==> src/rtl/mux_n_1_scan.sv <==
// ============================================================================
// Module   : mux_n_1_scan
// Brief    : Registered CH_NUM:1 mux with manual select and auto-scan rotation.
//            Optional macro MUX_CH_MASK_EN adds a ch_mask port for skipping channels.
// Revision : 1.0  initial release
// ============================================================================
`default_nettype none

module mux_n_1_scan #(
   parameter  int CH_NUM = 4,
   parameter  int DATA_W = 8,
   parameter  int DWELL  = 10,
   localparam int SEL_W  = (CH_NUM > 2) ? $clog2(CH_NUM) : 1
) (
   input  logic                     sys_clk,
   input  logic                     sys_rst_n,
   input  logic [CH_NUM*DATA_W-1:0] in_data,
   input  logic [SEL_W-1:0]         sel,
   input  logic                     mode,
`ifdef MUX_CH_MASK_EN
   input  logic [CH_NUM-1:0]        ch_mask,
`endif
   output logic [DATA_W-1:0]        out,
   output logic [SEL_W-1:0]         out_ch,
   output logic                     out_valid,
   output logic                     scan_wrap
);

   localparam int                DW_W       = $clog2(DWELL) + 1;
   localparam logic [DW_W-1:0]   DWELL_LAST = DW_W'(DWELL - 1);

   typedef enum logic [0:0] {
      MANUAL = 1'b0,
      AUTO   = 1'b1
   } state_t;

   state_t              state, next_state;
   logic [SEL_W-1:0]    ptr, next_ptr;
   logic [DW_W-1:0]     dwell_cnt, next_dwell;
   logic [DATA_W-1:0]   next_out;
   logic [SEL_W-1:0]    next_ch;
   logic                next_valid;
   logic                next_wrap;

   logic [CH_NUM-1:0]   en;
   logic                any_en;
   logic                sel_ok;
   logic [DATA_W-1:0]   man_out;
   logic [SEL_W-1:0]    first_idx;
   logic [SEL_W-1:0]    adv_idx;
   logic                adv_wrap;

`ifdef MUX_CH_MASK_EN
   assign en = ch_mask;
`else
   assign en = '1;
`endif

   function automatic logic [DATA_W-1:0] chan(input logic [CH_NUM*DATA_W-1:0] d,
                                              input logic [SEL_W-1:0]         idx);
      chan = '0;
      for (int k = 0; k < CH_NUM; k++)
         if (int'(idx) == k) chan = d[k*DATA_W +: DATA_W];
   endfunction

   assign any_en  = |en;
   assign sel_ok  = (int'(sel) < CH_NUM) && en[sel];
   assign man_out = sel_ok ? chan(in_data, sel) : '0;

   // Lowest enabled index for scan entry, and the next enabled index after ptr.
   // Descending loops let the nearest candidate win by being assigned last.
   always_comb begin
      first_idx = '0;
      adv_idx   = ptr;
      adv_wrap  = 1'b0;
      for (int k = CH_NUM - 1; k >= 0; k--)
         if (en[k]) first_idx = SEL_W'(k);
      for (int k = CH_NUM; k >= 1; k--) begin
         if (en[(int'(ptr) + k) % CH_NUM]) begin
            adv_idx  = SEL_W'((int'(ptr) + k) % CH_NUM);
            adv_wrap = (int'(ptr) + k) >= CH_NUM;
         end
      end
   end

   always_comb begin
      next_state = state;
      next_ptr   = ptr;
      next_dwell = dwell_cnt;
      next_out   = out;
      next_ch    = out_ch;
      next_valid = out_valid;
      next_wrap  = 1'b0;
      case (state)
         MANUAL: begin
            if (mode) begin
               next_state = AUTO;
               next_ptr   = first_idx;
               next_dwell = '0;
               next_out   = any_en ? chan(in_data, first_idx) : '0;
               next_ch    = first_idx;
               next_valid = any_en;
            end else begin
               next_ptr   = '0;
               next_dwell = '0;
               next_out   = man_out;
               next_ch    = sel;
               next_valid = sel_ok;
            end
         end
         AUTO: begin
            if (!mode) begin
               next_state = MANUAL;
               next_ptr   = '0;
               next_dwell = '0;
               next_out   = man_out;
               next_ch    = sel;
               next_valid = sel_ok;
            end else if (!any_en) begin
               next_dwell = '0;
               next_out   = '0;
               next_ch    = ptr;
               next_valid = 1'b0;
            end else if (dwell_cnt == DWELL_LAST || !en[ptr]) begin
               // A channel disabled mid-dwell is abandoned immediately.
               next_dwell = '0;
               next_ptr   = adv_idx;
               next_wrap  = adv_wrap;
               next_out   = chan(in_data, adv_idx);
               next_ch    = adv_idx;
               next_valid = 1'b1;
            end else begin
               next_dwell = dwell_cnt + DW_W'(1);
               next_out   = chan(in_data, ptr);
               next_ch    = ptr;
               next_valid = 1'b1;
            end
         end
         default: next_state = MANUAL;
      endcase
   end

   always_ff @(posedge sys_clk or negedge sys_rst_n) begin
      if (!sys_rst_n) begin
         state     <= MANUAL;
         ptr       <= '0;
         dwell_cnt <= '0;
         out       <= '0;
         out_ch    <= '0;
         out_valid <= 1'b0;
         scan_wrap <= 1'b0;
      end else begin
         state     <= next_state;
         ptr       <= next_ptr;
         dwell_cnt <= next_dwell;
         out       <= next_out;
         out_ch    <= next_ch;
         out_valid <= next_valid;
         scan_wrap <= next_wrap;
      end
   end

endmodule

`default_nettype wire

==> config.mk <==
export PLATFORM = sky130hd
export DESIGN_NAME = mux_n_1_scan
export DESIGN_NICKNAME = d
export VERILOG_FILES = /design/src/rtl/mux_n_1_scan.sv
export SDC_FILE = /design/constraint.sdc
export NUM_CORES = 1
export LEC_CHECK = 0
export ABC_CLOCK_PERIOD_IN_PS = 2600
export CORE_MARGIN = 2
export CORE_UTILIZATION = 40
export DETAILED_ROUTE_END_ITERATION = 16
export GPL_ROUTABILITY_DRIVEN = 1
export PLACE_DENSITY = 0.74
export SYNTH_ARGS = -nofsm -noshare
export SYNTH_HDL_FRONTEND = slang
export SYNTH_SLANG_ARGS = --single-unit
==> constraint.sdc <==
create_clock -name sys_clk -period 2.6 [get_ports sys_clk]
set_clock_uncertainty 0.2 [all_clocks]
set_input_delay 0.52 -clock sys_clk [delete_from_list [all_inputs] [get_ports sys_clk]]
set_output_delay 0.52 -clock sys_clk [all_outputs]
set_load 0.005 [all_outputs]
---- After elaboration in Yosys (flattened, before gate mapping) ----
Cells that the tools add are included.
word-level totals
  flip-flop bits (word level) ............. 20
  output and inout bits ................... 12
cells by class
  magnitude comparators ................... 10
  equality and inequality tests ........... 10
  add/sub/neg operators ................... 5
  bitwise operators ....................... 5
  reductions and logical operators ........ 9
  mux-type cells .......................... 55
operators by type and width
  cell                   count
  $mux W8                16
  $mux W1                19
  $lt A3 B4 Y1 const B   4
  $mux W2                8
  $pmux W8 S2            1
  $bmux W1 S2            6
  $eq A2 B2 Y1 const B   6
  $mux W5                2
  $pmux W5 S2            1
  $ge A3 B3 Y1 const B   3
  $pmux W2 S2            2
  $reduce_or A2 Y1       4
  $add A2 B2 Y3 const B  2
  $eq A2 B1 Y1 const B   3
  $logic_not A2 Y1       3
  $lt A2 B3 Y1 const B   2
  $add A5 B1 Y5 const B  1
  $eq A5 B4 Y1 const B   1
  $add A2 B3 Y4 const B  1
  $and A1 B1 Y1 const A  4
  $ge A4 B3 Y1 const B   1
  $add A2 B1 Y3 const B  1
  $logic_not A1 Y1       1
  $logic_or A1 B1 Y1     1
  $not A1 Y1             1

---- Longest topological paths before layout ----
Gate-level depths: netlist (run 1).
  depth in word-level cells ............... 18
  depth in mapped cells ................... 8
  depth with buffers taken out ............ 6

---- Worst setup path after synthesis (run 1) ----
Ideal clock, no wire load.
  path kind ............................... input to register
  from .................................... in sel[0]
  to ...................................... reg out[1]
  cell stages on the path ................. 4
  arrival ................................. 1.631 ns
  library setup time ...................... 0.129 ns
  slack ................................... 0.640 ns
  buffers on the path ..................... 1
  path through ............................ buf_6 mux4_2 and2_0 a2111o_1
between the ends
  cells in the longest elaborated chain, start to end .. 8
RTL lines
  what                               line     source
  start, declared                    18       input logic [SEL_W-1:0] sel,
  $logic_not A2 Y1                   63       if (int'(idx) == k) chan = d[k*DATA_W +: DATA_W];
  $mux W8 (4 in series)              63
  $mux W8 (*)                        68       assign man_out = sel_ok ? chan(in_data, sel) : '0;
  $mux W8, on equally long branches  112, 96
  $pmux W8 S2 (*)                    94       case (state)
  named net next_out[1]              40       logic [DATA_W-1:0] next_out;
  end signal, assigned               156      out <= next_out;
  end, declared                      23       output logic [DATA_W-1:0] out,
The timed path passes the listed nets; every way through them passes the cells marked *. The select of a mux whose other input is x is not followed.

---- Final worst setup path (run 1) ----
  from .................................... reg ptr[0]
  to ...................................... reg out[6]
between the ends
  cells in the longest elaborated chain, start to end .. 16
RTL lines
  what                                         line  source
  start, declared                              38    logic [SEL_W-1:0] ptr, next_ptr;
  start signal, assigned                       154   ptr <= next_ptr;
  $add A2 B3 Y4                                -
  $bmux W1 S2                                  79    if (en[(int'(ptr) + k) % CH_NUM]) begin
  $mux W1 (implied by the code) (2 in series)  79
  $mux W2 (4 in series)                        79
  $logic_not A2 Y1                             63
  $mux W8 (4 in series)                        63
  $mux W8 (*)                                  124   end else if (dwell_cnt == DWELL_LAST || !en[ptr]) begin
  $mux W8 (*)                                  112   if (!mode) begin
  $pmux W8 S2 (*)                              94
  named net next_out[6]                        40
Marks and branches as above.

==> impl_summary.log, run 1 <==
[metrics] Worst Max-Slew Pin Slew: 0.710 ns
[metrics] area taken by flip-flops and latches: 500 um2
[metrics] Critical Path Source Type: flop
[metrics] Worst Path Arrival: 2.25 ns
[metrics] delay of the slowest cell on the worst path: 0.54 ns
[metrics] Cell Int Power: 553 uW
[metrics] setup repair after global routing missed its margin: no
[metrics] netlist area before placement: 0.00155 mm2
[metrics] placeable core region: 0.00369 mm2
[metrics] nets: 248
[metrics] average wire per standard cell: 19.5 um
[metrics] clock tree buffer depth: 2
[metrics] Max Cap Viol: 0
[metrics] deepest level of the CTS H-tree: 1
[metrics] highest achievable clock rate: 431 MHz
[metrics] multi-input combinational cell area: 973 um2
[metrics] Hold Violations, Final: 0
[metrics] count of fill cells added during filler insertion: 341
[metrics] Clk pwr share: 27.5%
[metrics] cell type contributing the most total cell area after synthesis: dfrtp_1
[metrics] IR drop worst, VDD: 0.000142 V
[metrics] Hold WC Path Type: reg -> reg
[metrics] setup ws final: 0.278 ns
[metrics] post-synthesis area per instance: 10.2 um2
[metrics] predominant post-synthesis flop cell: dfrtp_1
[metrics] root buffer cell: clkbuf_8
[metrics] sequence of cells on the critical path: inv_1, ha_1, nor2_1, a211oi_1, a2111o_1
[metrics] global-route wire length before repair: 7690 um
[metrics] Total GRT Usage: 23.6%
[metrics] post-layout power: 730 uW
[metrics] via count of the first global-routing pass: 1,558
[metrics] post-synthesis to final-layout area growth: 37.8%
[metrics] largest delay contributor family on the critical path: compound AO/OA/AOI/OAI gates
[metrics] Switching Share: 24.3%
[metrics] drt drc: 0
[metrics] GR Util met2: 37.9%
[metrics] dpl ws: 0.0547 ns
[metrics] cell with the largest stage delay on the worst path: nor2_1
[metrics] switching power: 177 uW
[metrics] share of Yosys cell area claimed by the top area cell type: 32.2%
[metrics] synthesized flop and latch total: 20
[metrics] Mapped Nets: 197
[metrics] data required time at the worst endpoint: 2.53 ns
[metrics] share of final-layout standard cells stronger than drive strength 1: 6.47%
[metrics] biggest area contributors in the synthesized netlist: dfrtp_1, mux4_1, a211oi_1, a22oi_1, ha_1
[metrics] met1 usage: 31.4%
[metrics] Detailed Place HPWL: 3490 um
[metrics] number of buffers and inverters on the critical path: 1
[metrics] Initial Utilization: 42.1%
[metrics] total setup buffers inserted after CTS: 0
[metrics] # IOs: 49
[metrics] most repeated cell in the gate-level netlist after synthesis: dfrtp_1
[metrics] Reg power frac: 46.2%
[metrics] TritonCTS Sinks: 20
[metrics] clock insertion delay at the later pin of the skew report: 0.25 ns
[metrics] area enclosed by the die boundary: 0.00440 mm2
[metrics] Min Hold Slack: 0.295 ns
[metrics] largest driver fanout on the critical path: 7
[metrics] run status: completed
[metrics] cts bufs inserted: 3
[metrics] type of the worst setup path: reg -> reg
[metrics] worst max-slew margin expressed relative to the limit: 52.6%
[metrics] static leakage: 0.902 nW
[metrics] asr flop ratio synth: 100%
[metrics] count of synthesis-stage warnings from yosys: 0
[metrics] number of setup violations in the final report: 0
[metrics] non-filler instance count after layout: 249
[metrics] Total Wirelength: 4850 um
[metrics] number of vias in the routed layout: 1,543
[metrics] post-synth cell types: 35
[metrics] areal power density over the cells: 341 mW/mm2
[metrics] GR Util met3: 3.58%
[metrics] quantity of I/O buffers inserted on ports: 48
[metrics] initial antenna violation count: 0
[metrics] Die Span X: 66.3 um
[metrics] via count normalized by instance count: 6.20
[metrics] final slew viol count: 0
[metrics] DRC violation total after the first TritonRoute iteration: 150
[metrics] Worst Setup End Kind: flop
[metrics] number of cell rows: 22
[metrics] count of antenna-violating nets left after detailed routing: 0
[metrics] most utilized layer in the global route result: met2
[metrics] clock tree from TritonCTS: built
[metrics] Setup TNS: 0 ns
[metrics] router iterations before antenna repair: 4
[metrics] final worst path period share: 89.3%
[metrics] number of enable-type register cells in the synthesized netlist: 0
[metrics] gpl congestion: 0.992
[metrics] most frequent cells after synthesis: dfrtp_1, o22ai_1, a211oi_1, a22oi_1, nor2_1
[metrics] largest net degree at the start of global routing: 21
[metrics] die boundary height: 66.3 um
[metrics] clock-pin slew on the worst setup and hold paths: 0.07 ns
[metrics] number of hold-repair buffers added at the cts stage: 0
[metrics] minimum clock period: 2.32 ns
[metrics] sequential share of the synthesized area: 32.2%
[metrics] combinational cell fraction of total power: 26.2%
[metrics] number of standard cells after synthesis: 152
[metrics] number of gates resized after cts: 0
[metrics] count of antenna diodes in the layout: 0
[metrics] Overflow after GRT: 0
[metrics] dpl cells: 246
[cell usage in the layout, fill, tap and decap left out, drive strengths merged]
| master | count |
|---|---|
| ha | 8 |
| o311ai | 1 |
| a21oi | 2 |
| nand2 | 4 |
| conb | 1 |
| a211oi | 14 |
| and3 | 1 |
| and4bb | 1 |
| a2111o | 7 |
| nor2b | 2 |
| o2111ai | 1 |
| clkbuf | 3 |
| and2 | 8 |
| inv | 8 |
| buf | 7 |
| nor2 | 10 |
| xor2 | 2 |
| o21ai | 2 |
| o22ai | 15 |
| dfrtp | 20 |
| mux4 | 8 |
| clkinv | 1 |
| o211ai | 1 |
| a21o | 2 |
| clkdlybuf4s50 | 48 |
| a2111oi | 1 |
| a22oi | 14 |
| nand3 | 4 |
| or2 | 1 |
| nand2b | 2 |
| xnor2 | 2 |
[final cells by class]
class                      instances  share of cell area [%]
clock buffer                       3                    1.93
inverter                           9                    1.58
multi-input combinational        114                    45.4
sequential                        20                    23.4
tap                               48                    2.80
timing repair buffer              55                    24.9
[final timing paths]
path                              start            to  slack (ns)  cells after the start
min reg2reg                dwell_cnt[0]  dwell_cnt[0]        0.30                      1
max                              ptr[0]        out[6]        0.28                      5
max in group asynchronous     sys_rst_n        out[6]        1.57                      2
min                        dwell_cnt[0]  dwell_cnt[0]        0.30                      1
min in group asynchronous     sys_rst_n        out[2]        0.41                      2
max reg2reg                      ptr[0]        out[6]        0.28                      5
[power groups by stage]
| stage | logic [mW] | registers, mW | clock network (mW) |
|---|---|---|---|
| floorplan | 0.0666 | 0.343 | 0 |
| global placement | 0.184 | 0.344 | 0 |
| detailed placement | 0.189 | 0.344 | 0 |
| CTS | 0.190 | 0.338 | 0.206 |
| global route | 0.206 | 0.339 | 0.221 |
| finish | 0.192 | 0.338 | 0.201 |
[per-stage QoR]
step           area, um2  util, %
2_1_floorplan       1550        -
4_1_cts             2140     58.1
5_1_grt             2140     58.1
6_report            2140     58.1
3_5_place_dp        2100     57.0
3_3_place_gp        2100     57.0
[cell families (layout without fill, tap and decap cells)]
logic type      after synthesis  after routing  synth area share, %
compound gates               60             60                 29.1
other cells                   1              1                0.241
fa+ha+maj                     8              8                 6.44
buf+inv                      18             67                 5.15
mux                           8              8                 13.3
simple gates                 33             33                 11.3
xor+xnor                      4              4                 2.25
flops                        20             20                 32.2
[layer usage]
metal	part of all wire (%)	up-vias
met5	0	-
met4	1.6	0
met3	8.6	10
met2	50	106
met1	40	722
li1	-	705
[sequential cells by signal, indices dropped and copies added, names as in the netlist]
signal / cells
out: 8
dwell_cnt: 5
out_ch: 2
ptr: 2
out_valid: 1
scan_wrap: 1
state: 1
[worst register-to-register path: stages, from the launching register on]
cell      delay [ns]
dfrtp_1         0.46
inv_1           0.12
ha_1            0.29
nor2_1          0.54
a211oi_1        0.16
a2111o_1        0.43
Note: power is estimated with default switching activity, not from simulation.
==> run 2: changes to the inputs <==
--- a/config.mk
+++ b/config.mk
@@ -8,6 +8,7 @@
 export ABC_CLOCK_PERIOD_IN_PS = 2600
 export CORE_MARGIN = 2
 export CORE_UTILIZATION = 40
+export CTS_CLUSTER_SIZE = 20
 export DETAILED_ROUTE_END_ITERATION = 16
 export GPL_ROUTABILITY_DRIVEN = 1
 export PLACE_DENSITY = 0.74
==> results of run 2 <==
No change in the layout: final DEF, timing and power equal those of run 1.
==> run 3: changes to the inputs <==
--- a/config.mk
+++ b/config.mk
@@ -12,6 +12,7 @@
 export DETAILED_ROUTE_END_ITERATION = 16
 export GPL_ROUTABILITY_DRIVEN = 1
 export PLACE_DENSITY = 0.74
+export SLEW_MARGIN = 10
 export SYNTH_ARGS = -nofsm -noshare
 export SYNTH_HDL_FRONTEND = slang
 export SYNTH_SLANG_ARGS = --single-unit
==> results of run 3 <==
No change in the layout: final DEF, timing and power equal those of run 1.
